### src/rtl/dmem_arbiter.sv
// Two-port round-robin arbiter and one-cycle access sequencer for the single-port data memory d_mem.
// Grants in IDLE only, strobes d_mem for exactly one ACCESS cycle, acks in RESP, counts wait cycles.
module dmem_arbiter #(
  parameter int unsigned MEM_WORDS = 256,
  parameter int unsigned STALL_W   = 16
) (
  input  logic               clk,
  input  logic               rst_n,
  input  logic               req0,
  input  logic               req1,
  input  logic               we0,
  input  logic               we1,
  input  logic [31:0]        addr0,
  input  logic [31:0]        addr1,
  input  logic [31:0]        wdata0,
  input  logic [31:0]        wdata1,
  output logic               ack0,
  output logic               ack1,
  output logic               err0,
  output logic               err1,
  output logic [31:0]        rdata0,
  output logic [31:0]        rdata1,
  output logic [31:0]        mem_address,
  output logic [31:0]        mem_writeData,
  output logic               mem_memWrite,
  output logic               mem_memRead,
  input  logic [31:0]        mem_readData,
  output logic               busy,
  output logic [STALL_W-1:0] stall_count
);

  typedef enum logic [1:0] {
    IDLE   = 2'd0,
    ACCESS = 2'd1,
    RESP   = 2'd2
  } state_t;

  state_t               state_q, state_d;
  logic                 last_gnt_q, last_gnt_d;
  logic                 gnt_q, gnt_d;
  logic                 err_q, err_d;
  logic                 mem_write_q, mem_write_d;
  logic                 mem_read_q, mem_read_d;
  logic [31:0]          mem_address_q, mem_address_d;
  logic [31:0]          mem_wdata_q, mem_wdata_d;
  logic                 ack0_q, ack0_d;
  logic                 ack1_q, ack1_d;
  logic                 err0_q, err0_d;
  logic                 err1_q, err1_d;
  logic [31:0]          rdata0_q, rdata0_d;
  logic [31:0]          rdata1_q, rdata1_d;
  logic [STALL_W-1:0]   stall_q, stall_d;

  logic                 sel;
  logic                 sel_we;
  logic [31:0]          sel_addr;
  logic [31:0]          sel_wdata;
  logic                 sel_in_range;
  logic [1:0]           stall_inc;
  logic [STALL_W:0]     stall_sum;

  // Grant selection: a lone requester wins; on a conflict the port opposite last_gnt wins.
  always_comb begin
    if (req0 && req1) begin
      sel = ~last_gnt_q;
    end else begin
      sel = req1;
    end
    sel_we       = sel ? we1    : we0;
    sel_addr     = sel ? addr1  : addr0;
    sel_wdata    = sel ? wdata1 : wdata0;
    sel_in_range = (sel_addr < 32'(MEM_WORDS));
  end

  // A requester waits whenever it is not the port being granted (IDLE) or serviced (ACCESS/RESP).
  always_comb begin
    stall_inc = 2'd0;
    if (state_q == IDLE) begin
      stall_inc = (req0 && req1) ? 2'd1 : 2'd0;
    end else begin
      stall_inc = {1'b0, req0 && gnt_q} + {1'b0, req1 && !gnt_q};
    end
    stall_sum = {1'b0, stall_q} + {{(STALL_W-1){1'b0}}, stall_inc};
    stall_d   = stall_sum[STALL_W] ? {STALL_W{1'b1}} : stall_sum[STALL_W-1:0];
  end

  always_comb begin
    state_d       = state_q;
    last_gnt_d    = last_gnt_q;
    gnt_d         = gnt_q;
    err_d         = err_q;
    mem_address_d = mem_address_q;
    mem_wdata_d   = mem_wdata_q;
    rdata0_d      = rdata0_q;
    rdata1_d      = rdata1_q;
    mem_write_d   = 1'b0;
    mem_read_d    = 1'b0;
    ack0_d        = 1'b0;
    ack1_d        = 1'b0;
    err0_d        = 1'b0;
    err1_d        = 1'b0;

    case (state_q)
      IDLE: begin
        if (req0 || req1) begin
          state_d       = ACCESS;
          gnt_d         = sel;
          last_gnt_d    = sel;
          err_d         = !sel_in_range;
          mem_address_d = sel_addr;
          mem_wdata_d   = sel_wdata;
          // Strobes are registered so d_mem sees a clean single-cycle pulse in ACCESS.
          mem_write_d   = sel_we && sel_in_range;
          mem_read_d    = !sel_we && sel_in_range;
        end
      end
      ACCESS: begin
        state_d = RESP;
        if (mem_read_q) begin
          if (gnt_q) begin
            rdata1_d = mem_readData;
          end else begin
            rdata0_d = mem_readData;
          end
        end
        ack0_d = !gnt_q;
        ack1_d = gnt_q;
        err0_d = !gnt_q && err_q;
        err1_d = gnt_q && err_q;
      end
      RESP: begin
        state_d = IDLE;
      end
      default: begin
        state_d = IDLE;
      end
    endcase
  end

  always_ff @(posedge clk or negedge rst_n) begin
    if (!rst_n) begin
      state_q       <= IDLE;
      last_gnt_q    <= 1'b1;
      gnt_q         <= 1'b0;
      err_q         <= 1'b0;
      mem_write_q   <= 1'b0;
      mem_read_q    <= 1'b0;
      mem_address_q <= 32'd0;
      mem_wdata_q   <= 32'd0;
      ack0_q        <= 1'b0;
      ack1_q        <= 1'b0;
      err0_q        <= 1'b0;
      err1_q        <= 1'b0;
      rdata0_q      <= 32'd0;
      rdata1_q      <= 32'd0;
      stall_q       <= '0;
    end else begin
      state_q       <= state_d;
      last_gnt_q    <= last_gnt_d;
      gnt_q         <= gnt_d;
      err_q         <= err_d;
      mem_write_q   <= mem_write_d;
      mem_read_q    <= mem_read_d;
      mem_address_q <= mem_address_d;
      mem_wdata_q   <= mem_wdata_d;
      ack0_q        <= ack0_d;
      ack1_q        <= ack1_d;
      err0_q        <= err0_d;
      err1_q        <= err1_d;
      rdata0_q      <= rdata0_d;
      rdata1_q      <= rdata1_d;
      stall_q       <= stall_d;
    end
  end

  assign ack0          = ack0_q;
  assign ack1          = ack1_q;
  assign err0          = err0_q;
  assign err1          = err1_q;
  assign rdata0        = rdata0_q;
  assign rdata1        = rdata1_q;
  assign mem_address   = mem_address_q;
  assign mem_writeData = mem_wdata_q;
  assign mem_memWrite  = mem_write_q;
  assign mem_memRead   = mem_read_q;
  assign busy          = (state_q != IDLE);
  assign stall_count   = stall_q;

endmodule

### config.mk
export PLATFORM = sky130hd
export DESIGN_NAME = dmem_arbiter
export DESIGN_NICKNAME = d
export VERILOG_FILES = /design/src/rtl/dmem_arbiter.sv
export SDC_FILE = /design/constraint.sdc
export NUM_CORES = 1
export LEC_CHECK = 0
export CORE_AREA = 2 2 129 131
export CTS_BUF_LIST = sky130_fd_sc_hd__clkbuf_4 sky130_fd_sc_hd__clkbuf_8
export DETAILED_ROUTE_END_ITERATION = 10
export DIE_AREA = 0 0 131 133
export GPL_TIMING_DRIVEN = 0
export PLACE_DENSITY = 0.81
export SETUP_SLACK_MARGIN = 0.3
export SLEW_MARGIN = 40
export SYNTH_ARGS = -nofsm -noshare
export SYNTH_HDL_FRONTEND = slang
export SYNTH_SLANG_ARGS = --single-unit
### constraint.sdc
create_clock -name clk -period 2.85 [get_ports clk]
set_input_delay 0.57 -clock clk [delete_from_list [all_inputs] [get_ports clk]]
set_output_delay 0.57 -clock clk [all_outputs]
set_load 0.01 [all_outputs]
Word-level counts from Yosys, hierarchy flattened. Cells that the tools add are included.

Output and inout bits: 151. Memory bits (read-only): 0. Memories: 0. Bits in latches: 0. Bits in registers: 155. Memory bits (writable): 0. Word-level logic and storage cells: 55.

Div/mod/pow operators: 0. Multipliers: 0. Shift-type cells: 0. Equality and inequality tests: 2. Bitwise logic cells: 2. Reductions and logical operators: 16. Muxes and demuxes: 17. Magnitude comparators: 1. Add/subtract/negate cells: 2.

Operators with widths (count): 32-bit two-way mux (2); 32-bit by 9-bit less-than comparator with 1-bit output (second input constant) (1); 16-bit by 2-bit adder with 17-bit output (1); 16-bit two-way mux (1); 1-bit two-way mux (11); 1-bit logical AND (7); 3-bit AND reduction (2); 2-bit two-way mux (2); 2-bit one-hot mux with 2 select lines (1); 1-bit zero test (3); 1-bit by 1-bit adder with 2-bit output (1); 2-bit by 1-bit equality test with 1-bit output (second input constant) (1); 2-bit zero test (1); 2-bit by 1-bit != test with 1-bit output (second input constant) (1); 1-bit NOT (2); 2-bit AND reduction (1); 2-bit nonzero test (1); 1-bit logical OR (1).

Depth between registers and ports, before layout.
Depth in word-level cells: 7. Depth in mapped cells: 11.

Worst setup path after synthesis. OpenSTA, ideal clock, no wires.

Kind: input -> register. Start point: input req0. End point: register stall_q[1] (netlist: stall_count[1]). Cell stages on the path: 9. Arrival: 2413 ps. Setup slack: 372 ps. Cells stage by stage: nand2_1 o21ai_0 ha_1 inv_1 fa_1 or3_4 or3_4 buf_6 nand2_1.

Longest elaborated chain between the ends: 5. Elaborated cells on any way between the ends: 7. Classes of those cells: add/sub (2); mux (3); reduce/logical (2).

RTL lines: from (decl) (RTL line 9) `input logic req0,`; 1-bit logical AND, on equally long branches (RTL line 81, 79); 1-bit by 1-bit adder with 2-bit output or 1-bit two-way mux (tied branches) (RTL line 81, 79); 2-bit two-way mux (*) (RTL line 78) `if (state_q == IDLE) begin`; 16-bit by 2-bit adder with 17-bit output (*) (RTL line 83) `stall_sum = {1'b0, stall_q} + {{(STALL_W-1){1'b0}}, stall_inc};`; 16-bit two-way mux (*) (RTL line 84) `stall_d = stall_sum[STALL_W] ? {STALL_W{1'b1}} : stall_sum[STALL_W-1:0];`; named net stall_d[1] (RTL line 52) `logic [STALL_W-1:0] stall_q, stall_d;`; to (signal assigned) (RTL line 172) `stall_q <= stall_d;`; to (decl) (RTL line 52).

The timed path passes the listed nets; every way through them passes the cells marked *. A chain may end at the register's enable or synchronous reset.

Worst setup path in the final report.
Start point: register state_q[1]. End point: register stall_q[13] (netlist: stall_count[13]).

Longest elaborated chain between the ends: 4.

RTL lines: from (decl) (RTL line 38) `state_t state_q, state_d;`; from (signal assigned) (RTL line 158) `state_q <= state_d;`; 2-bit zero test (RTL line 78); 2-bit two-way mux (RTL line 78); 16-bit by 2-bit adder with 17-bit output (RTL line 83); 16-bit two-way mux (RTL line 84); named net stall_d[13] (RTL line 52).

The timed path passes the listed nets, and every way through them passes these cells.

==> impl_metrics.json <==
{
  "grt_pass1_vias": 5899,
  "crit_start": "state_q[1]",
  "final_hold_viol_count": 0,
  "skew_ns": 0.0160,
  "nets": 1086,
  "syn_area_per_cell_um2": 11.5,
  "route.met2.wl_um": 10800,
  "synth.yosys.seq_area_share_pct": 58.5,
  "crit_type": "flop to flop",
  "synth_area_um2": 6630,
  "fp.dieW_um": 131,
  "fin_crit_ns": 2.43,
  "setup_violations": 0,
  "syn-num-nets": 745,
  "yosys.area.top_type": "dfrtp_1",
  "htreeDepth": 4,
  "status": "complete, no violations",
  "synth.distinct_cells": 41,
  "hpwl_um": 16500,
  "synth-edff-count": 0,
  "drc": 0,
  "grt_use_total_pct": 24.7,
  "async_reset_ff_share_pct": 100,
  "hold_slack_ns": 0.495,
  "clk_pin_slew_ns": 0.09,
  "ioPinCount": 317,
  "numCtsBuffers": 17,
  "port_buffers": 316,
  "finalCritPeriodShare_pct": 85.4,
  "core_um2": 16200,
  "critPathSlowestCell": "fa_2",
  "grt.overflow.total": 0,
  "gp_congestion": 0.839,
  "tns_ns": 0,
  "clockBufferDepth": 2,
  "yosysTopAreaCellShare_pct": 58.1,
  "rsz0062_at_grt": "false",
  "routed_via_density": 5.07,
  "wl_per_cell_um": 18.6,
  "cp_max_fo": 5,
  "wl_met3_um": 1960,
  "slew_viol_final": 0,
  "crit_chain": "nor2_2 > nor2_1 > o21ai_1 > o21ai_1 > ha_2 > inv_1 > fa_2 > or3_4 > or3_4 > clkbuf_16 > nand2_1",
  "worstMarginPinSlew_ns": 0.597,
  "synth-simple-area-share_pct": 12.6,
  "yosys.area_share.xor_xnor_pct": 1.19,
  "maxCapViolations": 0,
  "n_antenna_cell": 0,
  "synth_area_leaders": "dfrtp_1, mux2_2, mux2i_1, nor2_1, nand2_1",
  "r2r-start": "state_q[1]",
  "synthAdderAreaFrac_pct": 0.679,
  "max_freq_mhz": 411,
  "ys_warn_count": 0,
  "synth_cells": 576,
  "grt_pass1_wl_um": 32400,
  "startpoint_type": "flop",
  "ys_ff_latch": 155,
  "p_per_area_nw_per_um2": 803,
  "cts_tree": "yes",
  "drtIter0Drc": 268,
  "drive_gt1_share_pct": 14.2,
  "num_rows": 47,
  "synth_top_family_by_area": "multiplexers",
  "ir_drop_mv": 0.491,
  "clockRootBuffer": "clkbuf_8",
  "drt_wl_total_um": 21400,
  "slew_headroom_pct": 60.2,
  "start_util_pct": 41.0,
  "end_kind": "flop",
  "synth_compound_area_share_pct": 6.81,
  "netlist_top_cells_count": "dfrtp_1, nor2_1, nand2_1",
  "crit_required_ns": 3.24,
  "hp-class": "input pin to async pin",
  "syn2layout_area_growth_pct": 60.1,
  "clk_latency_ns": 0.44,
  "die-area_um2": 17400,
  "grt_max_degree": 75,
  "synth.area.mux_share_pct": 17.6,
  "routed.top_layer": "met4",
  "num_vias": 5825,
  "yosysMostFrequentCell": "dfrtp_1",
  "drt-pass1-iter-count": 5,
  "die_y_um": 133,
  "cts.sinks": 155,
  "synth-main-ff-cell": "dfrtp_1",
  "p_leak_nw": 4.48,
  "antenna_found_initial": 0,
  "ant_nets": 0,
  "arrival_ns": 2.82,
  "slowest_delay_ns": 0.40,
  "wl_met1_um": 8100
}
## logic make-up after synthesis
logic type	Yosys count
buffers and inverters	36
other	2
muxes	108
DFF	155
AOI/OAI and AO/OA	79
xor gates and xnor gates	9
and+or+nand+nor	184
adders and majority gates	3
## routing by layer
layer	up-vias	track usage (%)
met5	-	0
met4	0	8.22
met3	44	7.68
met2	289	42.5
met1	2797	28.9
li1	2695	-
## metrics by stage
| step | instance area, um^2 | util (%) | setup WS (ns) | total power [mW] | std cells |
|---|---|---|---|---|---|
| global route | 10600 | 65.6 | 0.240 | 9.01 | 1150 |
| detailed placement | 10100 | 62.6 | -0.457 | 6.76 | 1114 |
| global placement | 10100 | 62.3 | -5.14 | 6.67 | 1112 |
| finish | 10600 | 65.6 | 0.416 | 8.52 | 1150 |
| CTS | 10600 | 65.3 | 0.327 | 8.58 | 1147 |
| floorplan | 6630 | - | 0.372 | 4.72 | 576 |
## placed cells by master (no fill, tap or decap), types with 3 or more instances in the layout
cell	count
a21oi_1	44
inv_6	3
a31oi_1	25
clkinvlp_4	5
buf_2	18
nor4_1	13
xnor2_1	7
clkdlybuf4s50_1	313
and3_1	3
dfrtp_1	154
clkbuf_1	12
mux2i_1	41
nand3_1	3
nand2_1	69
clkbuf_8	17
mux2_2	66
nor2b_1	3
bufinv_16	3
nor3_1	5
inv_1	5
nor2_1	71
## power by group
group / switching [mW] / total, mW / internal [mW]
clock network: 0.885 / 1.78 / 0.896
logic: 1.67 / 3.46 / 1.79
registers: 0.458 / 3.28 / 2.82
## repair_timing
item | CTS | global route
pin swaps | 0 | 5
setup buffers | 0 | 2
hold buffers | 1 | 0
gates cloned | 0 | 1
endpoints found under the setup margin | 14 | 15
hold endpoints to repair | 7 | 0
gates resized for setup | 3 | 5
## critical path, delay by kind of cell, from the launching register on
kind	cells	cell delay, ns
simple gates	5	1.01
fa+ha+maj	2	0.59
flops	1	0.38
buf+inv	2	0.22
compound gates	2	0.17
## sequential cells by signal, summed over array words and instances, names as in the netlist
| name | flops |
|---|---|
| mem_address | 32 |
| mem_writeData | 32 |
| rdata0 | 32 |
| rdata1 | 32 |
| stall_count | 16 |
| state_q | 2 |
| ack0 | 1 |
| ack1 | 1 |
| err0 | 1 |
| err1 | 1 |
| err_q | 1 |
| gnt_q | 1 |
| last_gnt_q | 1 |
| mem_memRead | 1 |
| mem_memWrite | 1 |
## path summary, 6_finish.rpt
path / end / slack (ns) / depth (start not counted)
worst max register to register: stall_count[13] / 0.42 / 11
worst min register to register: rdata1[12] / 0.51 / 1
max in group asynchronous: rdata1[25] / 1.77 / 3
min in group clk: rdata1[12] / 0.51 / 1
worst max-delay path: stall_count[13] / 0.42 / 11
worst min-delay path: stall_count[15] / 0.49 / 2
## cell type report
type                       instances  area (um^2)
tap                              220          275
buffer                            31          150
fill                            1294         5560
sequential                       155         3880
timing repair buffer             322         3270
clock inverter                    14          185
multi-input combinational        385         2590
clock buffer                      18          241
inverter                           5         18.8
Note: power is estimated with default switching activity, not from simulation.
